--- config.mk ---
export PLATFORM = sky130hd
export DESIGN_NAME = sprite_word_fetcher_flat
export DESIGN_NICKNAME = d
export VERILOG_FILES = /design/src/rtl/sprite_word_fetcher_if.sv /design/src/rtl/sprite_word_fetcher.sv /design/src/flat_wrapper.sv
export SDC_FILE = /design/constraint.sdc
export NUM_CORES = 1
export LEC_CHECK = 0
export CAP_MARGIN = 20
export CORE_ASPECT_RATIO = 0.75
export CORE_MARGIN = 4
export CORE_UTILIZATION = 60
export CTS_CLUSTER_SIZE = 24
export DETAILED_ROUTE_END_ITERATION = 7
export DONT_BUFFER_PORTS = 1
export HOLD_SLACK_MARGIN = 0.1
export PLACE_DENSITY = 0.76
export SLEW_MARGIN = 20
export SYNTH_ARGS = -nofsm -noshare
export SYNTH_HDL_FRONTEND = slang
export SYNTH_SLANG_ARGS = --single-unit
--- constraint.sdc ---
create_clock -name clk -period 4.5 [get_ports clk]
set_input_delay 0.225 -clock clk [delete_from_list [all_inputs] [get_ports clk]]
set_output_delay 0.225 -clock clk [all_outputs]
set_load 0.01 [all_outputs]
--- src/rtl/sprite_word_fetcher_if.sv ---
// Control, RAM-side and stream-side signals of the sprite word fetcher.
// master = the fetcher, slave = the surrounding system (RAM, renderer, CPU).
interface sprite_word_fetcher_if #(
    parameter int ADDR_W = 10,
    parameter int DATA_W = 32,
    parameter int LEN_W  = 11
);
    logic              start;
    logic [ADDR_W-1:0] base_addr;
    logic [LEN_W-1:0]  word_count;
    logic              busy;
    logic              done;
    logic [ADDR_W-1:0] mem_address;
    logic              mem_chipselect;
    logic              mem_write;
    logic [3:0]        mem_byteenable;
    logic              mem_clken;
    logic [DATA_W-1:0] mem_readdata;
    logic [DATA_W-1:0] out_data;
    logic              out_valid;
    logic              out_ready;
    logic              out_last;

    modport master (
        input  start, base_addr, word_count, mem_readdata, out_ready,
        output busy, done, mem_address, mem_chipselect, mem_write,
        output mem_byteenable, mem_clken, out_data, out_valid, out_last
    );

    modport slave (
        output start, base_addr, word_count, mem_readdata, out_ready,
        input  busy, done, mem_address, mem_chipselect, mem_write,
        input  mem_byteenable, mem_clken, out_data, out_valid, out_last
    );
endinterface

--- src/rtl/sprite_word_fetcher.sv ---
// Avalon-MM read master: streams a block of RAM words through a small
// first-word-fall-through FIFO, issuing reads only when a FIFO slot is free.
module sprite_word_fetcher #(
    parameter int ADDR_W     = 10,
    parameter int DATA_W     = 32,
    parameter int LEN_W      = 11,
    parameter int FIFO_DEPTH = 4
) (
    input  logic                 clk,
    input  logic                 reset,
    sprite_word_fetcher_if.master bus
);
    localparam int PTR_W = $clog2(FIFO_DEPTH);
    localparam int CNT_W = PTR_W + 1;

    typedef enum logic [1:0] {
        S_IDLE,
        S_FETCH,
        S_DRAIN
    } state_t;

    state_t            r_state;
    state_t            w_next;
    logic [ADDR_W-1:0] r_addr;
    logic [LEN_W-1:0]  r_len;
    logic [LEN_W-1:0]  r_issued;
    logic [LEN_W-1:0]  r_popped;
    logic              r_inflight;
    logic              r_done;
    logic [DATA_W-1:0] r_mem [FIFO_DEPTH];
    logic [PTR_W-1:0]  r_wr_ptr;
    logic [PTR_W-1:0]  r_rd_ptr;
    logic [CNT_W-1:0]  r_fcount;

    logic              w_accept;
    logic              w_zero_start;
    logic              w_push;
    logic              w_pop;
    logic              w_valid;
    logic              w_more;
    logic              w_credit;
    logic              w_issue;
    logic              w_busy;
    logic              w_last_issue;
    logic              w_last_pop;
    logic [CNT_W:0]    w_need;

    assign w_accept     = (r_state == S_IDLE) && bus.start
                          && (bus.word_count != '0);
    assign w_zero_start = (r_state == S_IDLE) && bus.start
                          && (bus.word_count == '0);
    assign w_valid      = (r_fcount != '0);
    assign w_push       = r_inflight;
    assign w_pop        = w_valid && bus.out_ready;
    assign w_more       = (r_issued != r_len);

    // Occupancy once this cycle's pop is gone and the new read has landed.
    assign w_need = {1'b0, r_fcount}
                  + {{CNT_W{1'b0}}, r_inflight}
                  + (CNT_W+1)'(1)
                  - {{CNT_W{1'b0}}, w_pop};
    assign w_credit = (w_need <= (CNT_W+1)'(FIFO_DEPTH));

    assign w_last_issue = w_issue && (r_issued == r_len - LEN_W'(1));
    assign w_last_pop   = w_pop && (r_popped == r_len - LEN_W'(1));

    always_ff @(posedge clk) begin
        if (reset) r_state <= S_IDLE;
        else       r_state <= w_next;
    end

    always_comb begin
        w_next = r_state;
        unique case (r_state)
            S_IDLE:  if (w_accept)     w_next = S_FETCH;
            S_FETCH: if (w_last_issue) w_next = S_DRAIN;
            S_DRAIN: if (w_last_pop)   w_next = S_IDLE;
            default: w_next = S_IDLE;
        endcase
    end

    always_comb begin
        w_busy  = 1'b0;
        w_issue = 1'b0;
        unique case (r_state)
            S_FETCH: begin
                w_busy  = 1'b1;
                w_issue = w_more && w_credit;
            end
            S_DRAIN: w_busy = 1'b1;
            default: begin
                w_busy  = 1'b0;
                w_issue = 1'b0;
            end
        endcase
    end

    always_ff @(posedge clk) begin
        if (reset) begin
            r_addr     <= '0;
            r_len      <= '0;
            r_issued   <= '0;
            r_popped   <= '0;
            r_inflight <= 1'b0;
            r_done     <= 1'b0;
            r_wr_ptr   <= '0;
            r_rd_ptr   <= '0;
            r_fcount   <= '0;
        end else begin
            r_done     <= w_zero_start
                          || ((r_state == S_DRAIN) && w_last_pop);
            r_inflight <= w_issue;
            if (w_accept) begin
                r_addr   <= bus.base_addr;
                r_len    <= bus.word_count;
                r_issued <= '0;
                r_popped <= '0;
            end else begin
                if (w_issue) begin
                    r_addr   <= r_addr + ADDR_W'(1);
                    r_issued <= r_issued + LEN_W'(1);
                end
                if (w_pop) r_popped <= r_popped + LEN_W'(1);
            end
            if (w_push) r_wr_ptr <= r_wr_ptr + PTR_W'(1);
            if (w_pop)  r_rd_ptr <= r_rd_ptr + PTR_W'(1);
            if (w_push && !w_pop)
                r_fcount <= r_fcount + CNT_W'(1);
            else if (!w_push && w_pop)
                r_fcount <= r_fcount - CNT_W'(1);
        end
    end

    always_ff @(posedge clk) begin
        if (w_push) r_mem[r_wr_ptr] <= bus.mem_readdata;
    end

    assign bus.busy           = w_busy;
    assign bus.done           = r_done;
    assign bus.mem_address    = r_addr;
    assign bus.mem_chipselect = w_issue;
    assign bus.mem_write      = 1'b0;
    assign bus.mem_byteenable = 4'hF;
    assign bus.mem_clken      = 1'b1;
    assign bus.out_valid      = w_valid;
    assign bus.out_data       = w_valid ? r_mem[r_rd_ptr] : '0;
    assign bus.out_last       = w_valid && (r_popped == r_len - LEN_W'(1));
endmodule

--- src/flat_wrapper.sv ---
// flat-port wrapper written by rule: the top's interface ports become plain ports
module sprite_word_fetcher_flat 
#(
    parameter int ADDR_W     = 10,
    parameter int DATA_W     = 32,
    parameter int LEN_W      = 11,
    parameter int FIFO_DEPTH = 4
)
  (clk, reset, bus_start, bus_base_addr, bus_word_count, bus_mem_readdata, bus_out_ready, bus_busy, bus_done, bus_mem_address, bus_mem_chipselect, bus_mem_write, bus_mem_byteenable, bus_mem_clken, bus_out_data, bus_out_valid, bus_out_last);
  sprite_word_fetcher_if #(.ADDR_W(ADDR_W), .DATA_W(DATA_W), .LEN_W(LEN_W)) bus_i ();
  input  logic clk;
  input  logic reset;
  input wire logic [$bits(bus_i.start)-1:0] bus_start;
  input wire logic [$bits(bus_i.base_addr)-1:0] bus_base_addr;
  input wire logic [$bits(bus_i.word_count)-1:0] bus_word_count;
  input wire logic [$bits(bus_i.mem_readdata)-1:0] bus_mem_readdata;
  input wire logic [$bits(bus_i.out_ready)-1:0] bus_out_ready;
  output wire logic [$bits(bus_i.busy)-1:0] bus_busy;
  output wire logic [$bits(bus_i.done)-1:0] bus_done;
  output wire logic [$bits(bus_i.mem_address)-1:0] bus_mem_address;
  output wire logic [$bits(bus_i.mem_chipselect)-1:0] bus_mem_chipselect;
  output wire logic [$bits(bus_i.mem_write)-1:0] bus_mem_write;
  output wire logic [$bits(bus_i.mem_byteenable)-1:0] bus_mem_byteenable;
  output wire logic [$bits(bus_i.mem_clken)-1:0] bus_mem_clken;
  output wire logic [$bits(bus_i.out_data)-1:0] bus_out_data;
  output wire logic [$bits(bus_i.out_valid)-1:0] bus_out_valid;
  output wire logic [$bits(bus_i.out_last)-1:0] bus_out_last;
  assign bus_i.start = bus_start;
  assign bus_i.base_addr = bus_base_addr;
  assign bus_i.word_count = bus_word_count;
  assign bus_i.mem_readdata = bus_mem_readdata;
  assign bus_i.out_ready = bus_out_ready;
  assign bus_busy = bus_i.busy;
  assign bus_done = bus_i.done;
  assign bus_mem_address = bus_i.mem_address;
  assign bus_mem_chipselect = bus_i.mem_chipselect;
  assign bus_mem_write = bus_i.mem_write;
  assign bus_mem_byteenable = bus_i.mem_byteenable;
  assign bus_mem_clken = bus_i.mem_clken;
  assign bus_out_data = bus_i.out_data;
  assign bus_out_valid = bus_i.out_valid;
  assign bus_out_last = bus_i.out_last;
  sprite_word_fetcher #(.ADDR_W(ADDR_W), .DATA_W(DATA_W), .LEN_W(LEN_W), .FIFO_DEPTH(FIFO_DEPTH)) u_core (.clk(clk), .reset(reset), .bus(bus_i));
endmodule
==> results.md, run 1 <==
- The flow ran to the end, and the final reports show no timing, DRC or antenna violations.
- The average cell area after synthesis is roughly 13 sq um.
- The sequential-to-total area share from yosys stat is 60.21%.
- The total wire length is roughly 17 mm.
- The count of instances resized after the clock tree is built is 0.
- The die covers 15,700 sq um.
- The area inside the core boundary is 13,200 sq um.
- In the global route stage, overall resource usage came out at 23.36%.
- Across the routed clock network, the largest skew measured is between 9 and 10 ps.
- The fraction of layout cells with a size suffix above 1 is a little over an eighth.
- The maximum buffer depth of the clock tree is 2.
- The maximum clock frequency is 262.8 MHz.
- edfxtp_1 takes more of the synthesized area than any other cell.
- Across all setup checks in the final design, the least slack found is 695.1 ps.
- The initial antenna violation count is 1.
- The critical path is of the reg -> reg type.
- The top-level port count is 110.
- STA puts the critical path data arrival time at 4170 ps.
- At the end of routability-driven placement, the weighted congestion stood at between 0.9 and 1.
- After detailed placement, the total cell area comes to 8351 sq um.
- Across all layers, the routed design uses 5,103 vias.
- Counting I/O delays and the setup requirement, the final critical path takes 3805 ps.
- Dividing the detail-routed wire length by the instance count gives 20.21 um.
- Summing all multi-input logic gate instances after layout gives 3043 sq um.
- The combined flip-flop and latch cell area is 4966 sq um.
- The number of vias per cell after detailed routing is approximately 6.
- In the routed design, unresolved DRC markers number 0.
- The synthesized netlist occupies a cell area of 8245 sq um.
- Setup violations remaining at the end of the flow were counted as 0.
- In the layout the commonest cells are edfxtp_1, dlygate4sd3_1, dfxtp_1.
- The residual overflow from global routing is 0.
- The floorplan step set the die height to 109.5 um.
- The layout has between 800 and 900 filler cells.
- From synthesis to final layout, the design area changed by 16.62%.
- The number of synthesis warnings is 0.
- Dividing total power by cell area gives a power density of roughly 530 nW/um^2.
- The total count of max-transition violations in the final report came to 0.
- The worst slew margin relative to its limit is 49.63%.
- The clock net in this run drives a total of 184 sinks.
- In this run the worst path has a maximum fanout of 16.
- TritonCTS created 17 clock buffers.
- The TritonCTS clock tree is yes.
- In the synthesized netlist the dominant register cell turns out to be edfxtp_1.
- The number of standard cells after synthesis is 613.
- The die width is between 100 and 150 um.
- The clock root buffer is clkbuf_16.
- The hold violation total from the final report was 0.
- Once layout is done, the placed cells without fillers occupy 9615 sq um.
- The final net count is 741.
- The share of synthesized area in the top cell type comes to 46.62%.
- The library cell used most frequently in the layout, excluding fill and tap cells, is edfxtp_1.
- The pre-antenna-repair detailed-routing pass consisted of 5 iterations.
- Input and output buffers added on the ports amount to 0.
- The first global-routing pass estimated 27.54 mm of wire.
- The async set-reset flop share out of synthesis is 0%.
- After clock tree synthesis, the clock-pin slew on the worst setup and hold paths is 70 ps.
- The worst slack at placement is 743.6 ps.
- In this run, the number of DRC markers left after iteration 0 of detailed routing was ~450.
- Entering global routing, the biggest net connects 36 pins.
- Setup repair after global routing left no endpoint under its margin.
- The number of unique standard cell types used by synthesis is 60.
- The insertion delay of the later-clocked pin in the worst-skew pair is 440 ps.
- The worst hold-check path type is in -> reg.
- Max-cap violations in this run came to 0.
- The effective utilization at floorplan is a little over three fifths.
- Ranked by total cell area, the synthesized netlist is headed by edfxtp_1, dfxtp_1, mux4_2.
- Data on the critical path is required at its endpoint by 4870 ps.
- The instance count after placement with tap cells included is between 700 and 800.
- Summed over all nets, the half-perimeter wirelength after detailed placement is 10.84 mm.
- Leaving out filler cells and counting taps, the final layout contains ~850.
- The worst setup path is launched from a register.
- The number of core rows is 36.
- The final sum of negative setup slack is 0 ps.
- Across the VDD grid, the largest voltage drop is about 430 uV.
- Synthesis inferred 184 register bits.
- The worst setup path is captured at a register.
- The pin slew with the least headroom to its limit is ~750 ps.
- The remaining antenna violation count is 0.
- Summed over all cells, the static leakage comes to 0.003339 uW.
- In the finished design, the share of the clock period the worst path needs comes to a little over four fifths.
- The via count of the first global-routing pass is 5,121.
- The number of H-tree levels is 4.
- The synthesized design contains 128 enable-type register cells.
-- final timing paths --
path	startpoint	endpoint	slack, ps	cells past startpoint
worst max-delay path	u_core.r_fcount[0]	u_core.r_issued[10]	700	14
worst min-delay path	bus_start	u_core.bus.done	140	3
worst max register to register	u_core.r_fcount[0]	u_core.r_issued[10]	700	14
worst min register to register	u_core.r_state[0]	u_core.r_state[0]	510	2
-- synth_stat cells, types with 2 or more instances --
library cell	n
nand2_1	40
a311oi_1	3
and2_1	38
conb_1	2
nand3_1	7
clkbuf_1	17
a21o_1	2
nor4_1	6
mux4_2	32
buf_4	9
nand4_1	11
or3_1	9
and3_1	6
a221oi_1	3
xor2_1	34
o21ai_0	11
mux2i_1	6
a21oi_1	21
nor3_1	9
dfxtp_1	56
xnor2_1	20
xor2_2	2
a211oi_1	7
fa_1	2
nand2b_1	7
o211ai_1	4
o31ai_1	2
ha_1	15
edfxtp_1	128
nor2_1	43
buf_2	12
or4_4	2
nor3b_1	3
inv_1	14
nor4b_1	2
o311a_1	2
a31oi_1	2
nor3_2	2
-- worst max-delay path: stages, from the launching register on --
cell	delay, ps
dfxtp_1	440
or3_1	170
and2_1	320
inv_1	160
fa_1	450
ha_1	190
ha_1	280
nor3b_1	170
o21ai_0	160
a31oi_4	180
buf_4	270
nand2_2	100
or3_4	360
or3_1	360
a21oi_1	140
-- logic make-up (layout without fill, tap and decap cells) --
group / Yosys count / after routing / synth area share, %
AND/OR/NAND/NOR: 196 / 196 / 12.78
flip-flops: 184 / 184 / 60.21
AO/OA/AOI/OAI: 66 / 66 / 5.493
XOR/XNOR: 56 / 56 / 6.131
buffers and inverters: 54 / 117 / 3.065
multiplexers: 38 / 38 / 9.469
adder cells (fa/ha/maj): 17 / 17 / 2.762
other: 2 / 7 / 0.09108
-- flip-flops by register name (all words and copies together), names as in the netlist, named ones only --
name,cells
u_core.r_inflight,1
u_core.r_mem,128
u_core.bus.done,1
u_core.r_wr_ptr,2
u_core.bus.mem_address,10
u_core.r_len,11
u_core.r_fcount,3
u_core.r_state,2
u_core.r_popped,11
u_core.r_issued,11
u_core.r_rd_ptr,2
-- routing by layer --
metal | vias up | global-route usage, % | share of wire, %
met1 | 2539 | 32.39 | 43
met3 | 16 | 6.783 | 7.4
met5 | - | 0 | 0
met2 | 189 | 35.99 | 48
met4 | 0 | 7.728 | 1.2
li1 | 2359 | - | -
-- stage by stage --
| step | hold WS (ps) | total power (uW) | utilization [%] |
|---|---|---|---|
| after floorplan | 323.9 | 3208 | - |
| after global placement | 302.3 | 3449 | 63.27 |
| after detailed placement | 301.6 | 3484 | 63.27 |
| after CTS | 127.5 | 5154 | 72.84 |
| after global routing | 142.4 | 5406 | 72.86 |
| final | 138.1 | 5130 | 72.86 |
-- timing repair --
action	in CTS	in global routing
hold buffers	61	0
endpoints found under the hold margin	162	0
setup buffers	0	0
setup endpoints to repair	0	0
-- layout make-up --
| cell class | instances | share of cell area, % |
|---|---|---|
| antenna | 1 | 0.02602 |
| clock buffer | 17 | 4.424 |
| sequential | 184 | 51.65 |
| inverter | 14 | 0.5465 |
| multi-input combinational | 379 | 31.65 |
| timing repair buffer | 71 | 7.235 |
| clock inverter | 15 | 2.251 |
| tap | 171 | 2.225 |
-- where the power goes --
group / switching (uW) / internal, uW
Combinational: 770 / 621
Clock: 660 / 944
Sequential: 192 / 1940
Total: 1620 / 3510
Power figures use the tool's default switching activity.
==> run 2, diff against run 1 <==
--- a/config.mk
+++ b/config.mk
@@ -8,12 +8,12 @@
 export CAP_MARGIN = 20
 export CORE_ASPECT_RATIO = 0.75
 export CORE_MARGIN = 4
-export CORE_UTILIZATION = 60
+export CORE_UTILIZATION = 57
 export CTS_CLUSTER_SIZE = 24
 export DETAILED_ROUTE_END_ITERATION = 7
 export DONT_BUFFER_PORTS = 1
 export HOLD_SLACK_MARGIN = 0.1
-export PLACE_DENSITY = 0.76
+export PLACE_DENSITY = 0.75
 export SLEW_MARGIN = 20
 export SYNTH_ARGS = -nofsm -noshare
 export SYNTH_HDL_FRONTEND = slang
==> constraint.sdc (replaced) <==
create_clock -name clk -period 3.1 [get_ports clk]
set_input_delay 0.155 -clock clk [delete_from_list [all_inputs] [get_ports clk]]
set_output_delay 0.155 -clock clk [all_outputs]
set_load 0.01 [all_outputs]
==> run 2 against run 1 <==
Largest power group unchanged. Count of clock-buffer cells in the layout rose by 1. Critical endpoint is now u_core.r_issued[8]. Fmax rose by 26%. Combinational power rose by 62%. Via count decreased by 0.82%. Critical path type unchanged. First-iteration DRC count decreased by 30%. Utilization decreased by 3.1 points. Wire length fell by 1.5%. Global-route usage down 2.2 points. Register-to-register slack worse by 610 ps. Power increased by 43%. Clock power grew 28%.
==> results.md, run 2 (same netlist as run 1, synthesis figures left out) <==
- The die width is 146.9 um (+2.5%).
- The count of input and output buffers is 0 (unchanged).
- The number of flip-flops in the largest register was 128 (unchanged).
- The initial antenna violation count came to 0 (-1).
- The highest ir drop seen on vdd is 472.6 uV (+11%).
- The number of logic stages on the critical path including buffering is 13 (-1).
- The share of total power in combinational logic is 30.8% (+3.7 points).
- The total vias in the final route is 5,061 (-0.82%).
- The die area was 16,470 sq um (+4.9%).
- The number of H-tree levels was 4 (unchanged).
- Leaving out fill and tap cells, the most frequent cell in the layout is edfxtp_1.
- The number of antenna cells inserted came to 0 (-1).
- The critical path buffer and inverter count came to 1 (-1).
- The placed wire-length estimate is 10.56 mm (-2.6%).
- The count of endpoints failing setup in the final report came to 0 (unchanged).
- The internal power contribution is 4903 uW (+40%).
- The number of CTS-inserted buffers is 17 (unchanged).
- The cell class contributing the biggest share of worst-path delay is simple AND/OR/NAND/NOR gates.
- The maximum buffer depth of the clock tree is 2 (unchanged).
- The critical path startpoint is u_core.r_fcount[2].
- The kind of critical path is reg -> reg.
- The flow ran to the end, and the final reports show no timing, DRC or antenna violations.
- The slack of the worst reg-to-reg path is 90 ps (-610 ps).
- The remaining antenna violation count was 0 (unchanged).
- The top cell types in the final layout, fill and taps aside, are edfxtp_1, dlygate4sd3_1, dfxtp_1.
- The fraction of power consumed by sequential logic is 41.4% (-0.2 points).
- The required time at the endpoint of the critical path is 3450 ps (-1420 ps).
- The time the worst path needs with I/O delays and setup came to 3015 ps (-790.2 ps).
- The top-level port count came to 110 (unchanged).
- The y dimension of the die is 112.2 um (+2.4%).
- The worst slew margin relative to its limit is 40.36% (-9.3 points).
- The worst-case reg-to-reg path depth is 13 (-1).
- The cell with the biggest individual delay on the critical path is dfxtp_4.
- The critical path goes through or3_4 > and2_4 > inv_4 > fa_2 > ha_4 > ha_4 > nor3b_4 > o21ai_2 > a31oi_4 > nand2_2 > or3_4 > or3_4 > a21oi_2.
- The power spent charging and discharging nets came to 2419 uW (+49%).
- The data arrival time of the critical path is 3370 ps (-800 ps).
- The startpoint of the worst hold path is bus_start.
- The final critical-path share of the clock period is 97.25% (+13 points).
- The via count of the first global-routing pass was 5,033 (-1.7%).
- The worst-case clock skew is 10.82 ps (+1.180 ps).
- The final net count is 744 (+0.40%).
- The clock input transition at the sequential cells of the worst setup and hold paths is 70 ps (about the same).
- The power share of the clock group came to 27.9% (-3.4 points).
- The utilization of the core after routing is 69.72% (-3.1 points).
- The pin count of the biggest net entering global routing is 36 (unchanged).
- The category of the worst setup path capture point is a register.
- The total leakage power is 0.003326 uW (-0.37%).
- The register with the most flip-flops in the final layout is u_core.r_mem.
- The area after detailed placement is 8437 sq um (+1.0%).
- The instance count after placement with tap cells included is 781 (+3.0%).
- The ratio of total power to cell area is 753.6 nW/um^2 (+41%).
- The detailed-route wire length per cell was 19.31 um (-4.4%).
- The count of cells along the worst hold path is 4 (+1).
- The clock sink count is 184 (unchanged).
- From synthesis to final layout, the design area changed by 17.83%.
- The number of standard cells in the final layout excluding fillers is 878 (+3.1%).
- The number of violations of the max-capacitance limit is 0 (unchanged).
- The overall track demand over capacity in global routing is 21.19% (-2.2 points).
- The total count of max-transition violations in the final report is 0 (unchanged).
- The insertion delay of the later-clocked pin in the worst-skew pair is 420 ps (-20 ps).
- The maximum fanout encountered on the critical timing path is 5 (-11).
- TritonCTS built the clock tree.
- Among the stages of the critical path, the cell type that occurs most often is or3_4.
- The maximum clock frequency is 331.7 MHz (+26%).
- The total wire length is 16.96 mm (-1.5%).
- The first-pass detailed-route iteration total is 5 (unchanged).
- Clock tree synthesis selected as its root buffer the cell clkbuf_16.
- The wire length of the first global-routing pass is 27.34 mm (-0.73%).
- The final total power came to 7322 uW (+43%).
- The path class of the tightest hold or removal check is in -> reg.
- The startpoint identified for the worst register-to-register timing path is u_core.r_fcount[2].
- The fraction of layout cells with a size suffix above 1 is 16.98% (+3.7 points).
- The area inside the core boundary is 13,930 sq um (+5.6%).
- The residual overflow from global routing is 0 (unchanged).
- The hold violation total from the final report was 0 (unchanged).
- The net switching share of the total power was 33.04% (+1.4 points).
- The effective utilization at floorplan is 59.17% (-3.3 points).
- The pin slew with the least headroom to its limit is 894.6 ps (+142.6 ps).
- The number of core rows is 37 (+2.8%).
- The worst hold slack after final layout was 183.5 ps (+45.46 ps).
- The detailed-route DRC error count came to 0 (unchanged).
- The number of vias per cell after detailed routing is 5.764 (-3.8%).
- The number of design-rule violations left by the first detailed-router iteration is 318 (-30%).
- The routability congestion estimate from global placement is 0.9062 (-0.68%).
- The element type at the critical path start is a register.
- The maximum cell stage delay along the critical path was 370 ps (-80 ps).
- The final design instance area without fill came to 9716 sq um (+1.0%).
## run 2: cell count changes in the layout (fill, tap and decap cells not counted), sizes merged
cell / delta
buf: +6
bufinv: -4
clkinv: +4
dlygate4sd3: -3
clkinvlp: -2
clkbuf: +1
diode: -1
inv: +1
## run 2: layer usage
metal  share of wire (%)  GRT usage [%]
met1                  44          29.04
met2                  48          34.18
met3                 6.6          5.206
met4                 1.0          6.015
met5                   0              0
## run 2: final timing paths
check | endpoint
max | u_core.r_issued[8]
min | u_core.r_len[6]
max reg2reg | u_core.r_issued[8]
min reg2reg | u_core.r_state[1]
## run 2: cell type report
cell class	count	area, sq um
inverter	14	55.05
sequential	184	4977
clock buffer	18	429.2
multi-input combinational	379	3143
tap	195	244.0
timing repair buffer	74	730.7
fill	946	4219
clock inverter	14	136.4
## run 2: through the flow
step	TNS, ps	setup WS (ps)
2_1_floorplan	-47.66	-23.87
5_1_grt	-90.19	-62.02
4_1_cts	0	6.163
6_report	0	85.29
3_3_place_gp	0	79.48
3_5_place_dp	-73.55	-46.26
## run 2: power by group through the flow
stage,logic (uW),clock network [uW],registers (uW)
global placement,2020,0,3070
finish,2250,2040,3030
floorplan,1720,0,3000
global route,2460,2190,3050
detailed placement,2060,0,3090
CTS,2230,2070,3020
## run 2: worst reg2reg max path, stage by stage (launching register included)
cell,delay (ps)
dfxtp_4,370
or3_4,120
and2_4,150
inv_4,40
fa_2,370
ha_4,180
ha_4,260
nor3b_4,180
o21ai_2,90
a31oi_4,260
nand2_2,100
or3_4,360
or3_4,340
a21oi_2,140
## run 2: what timing repair did
item,in CTS,in global routing
endpoints found under the setup margin,3,7
gates resized for setup,4,11
pin swaps,0,8
hold buffers,58,0
setup buffers,2,5
hold endpoints to repair,163,0
gates cloned,0,0
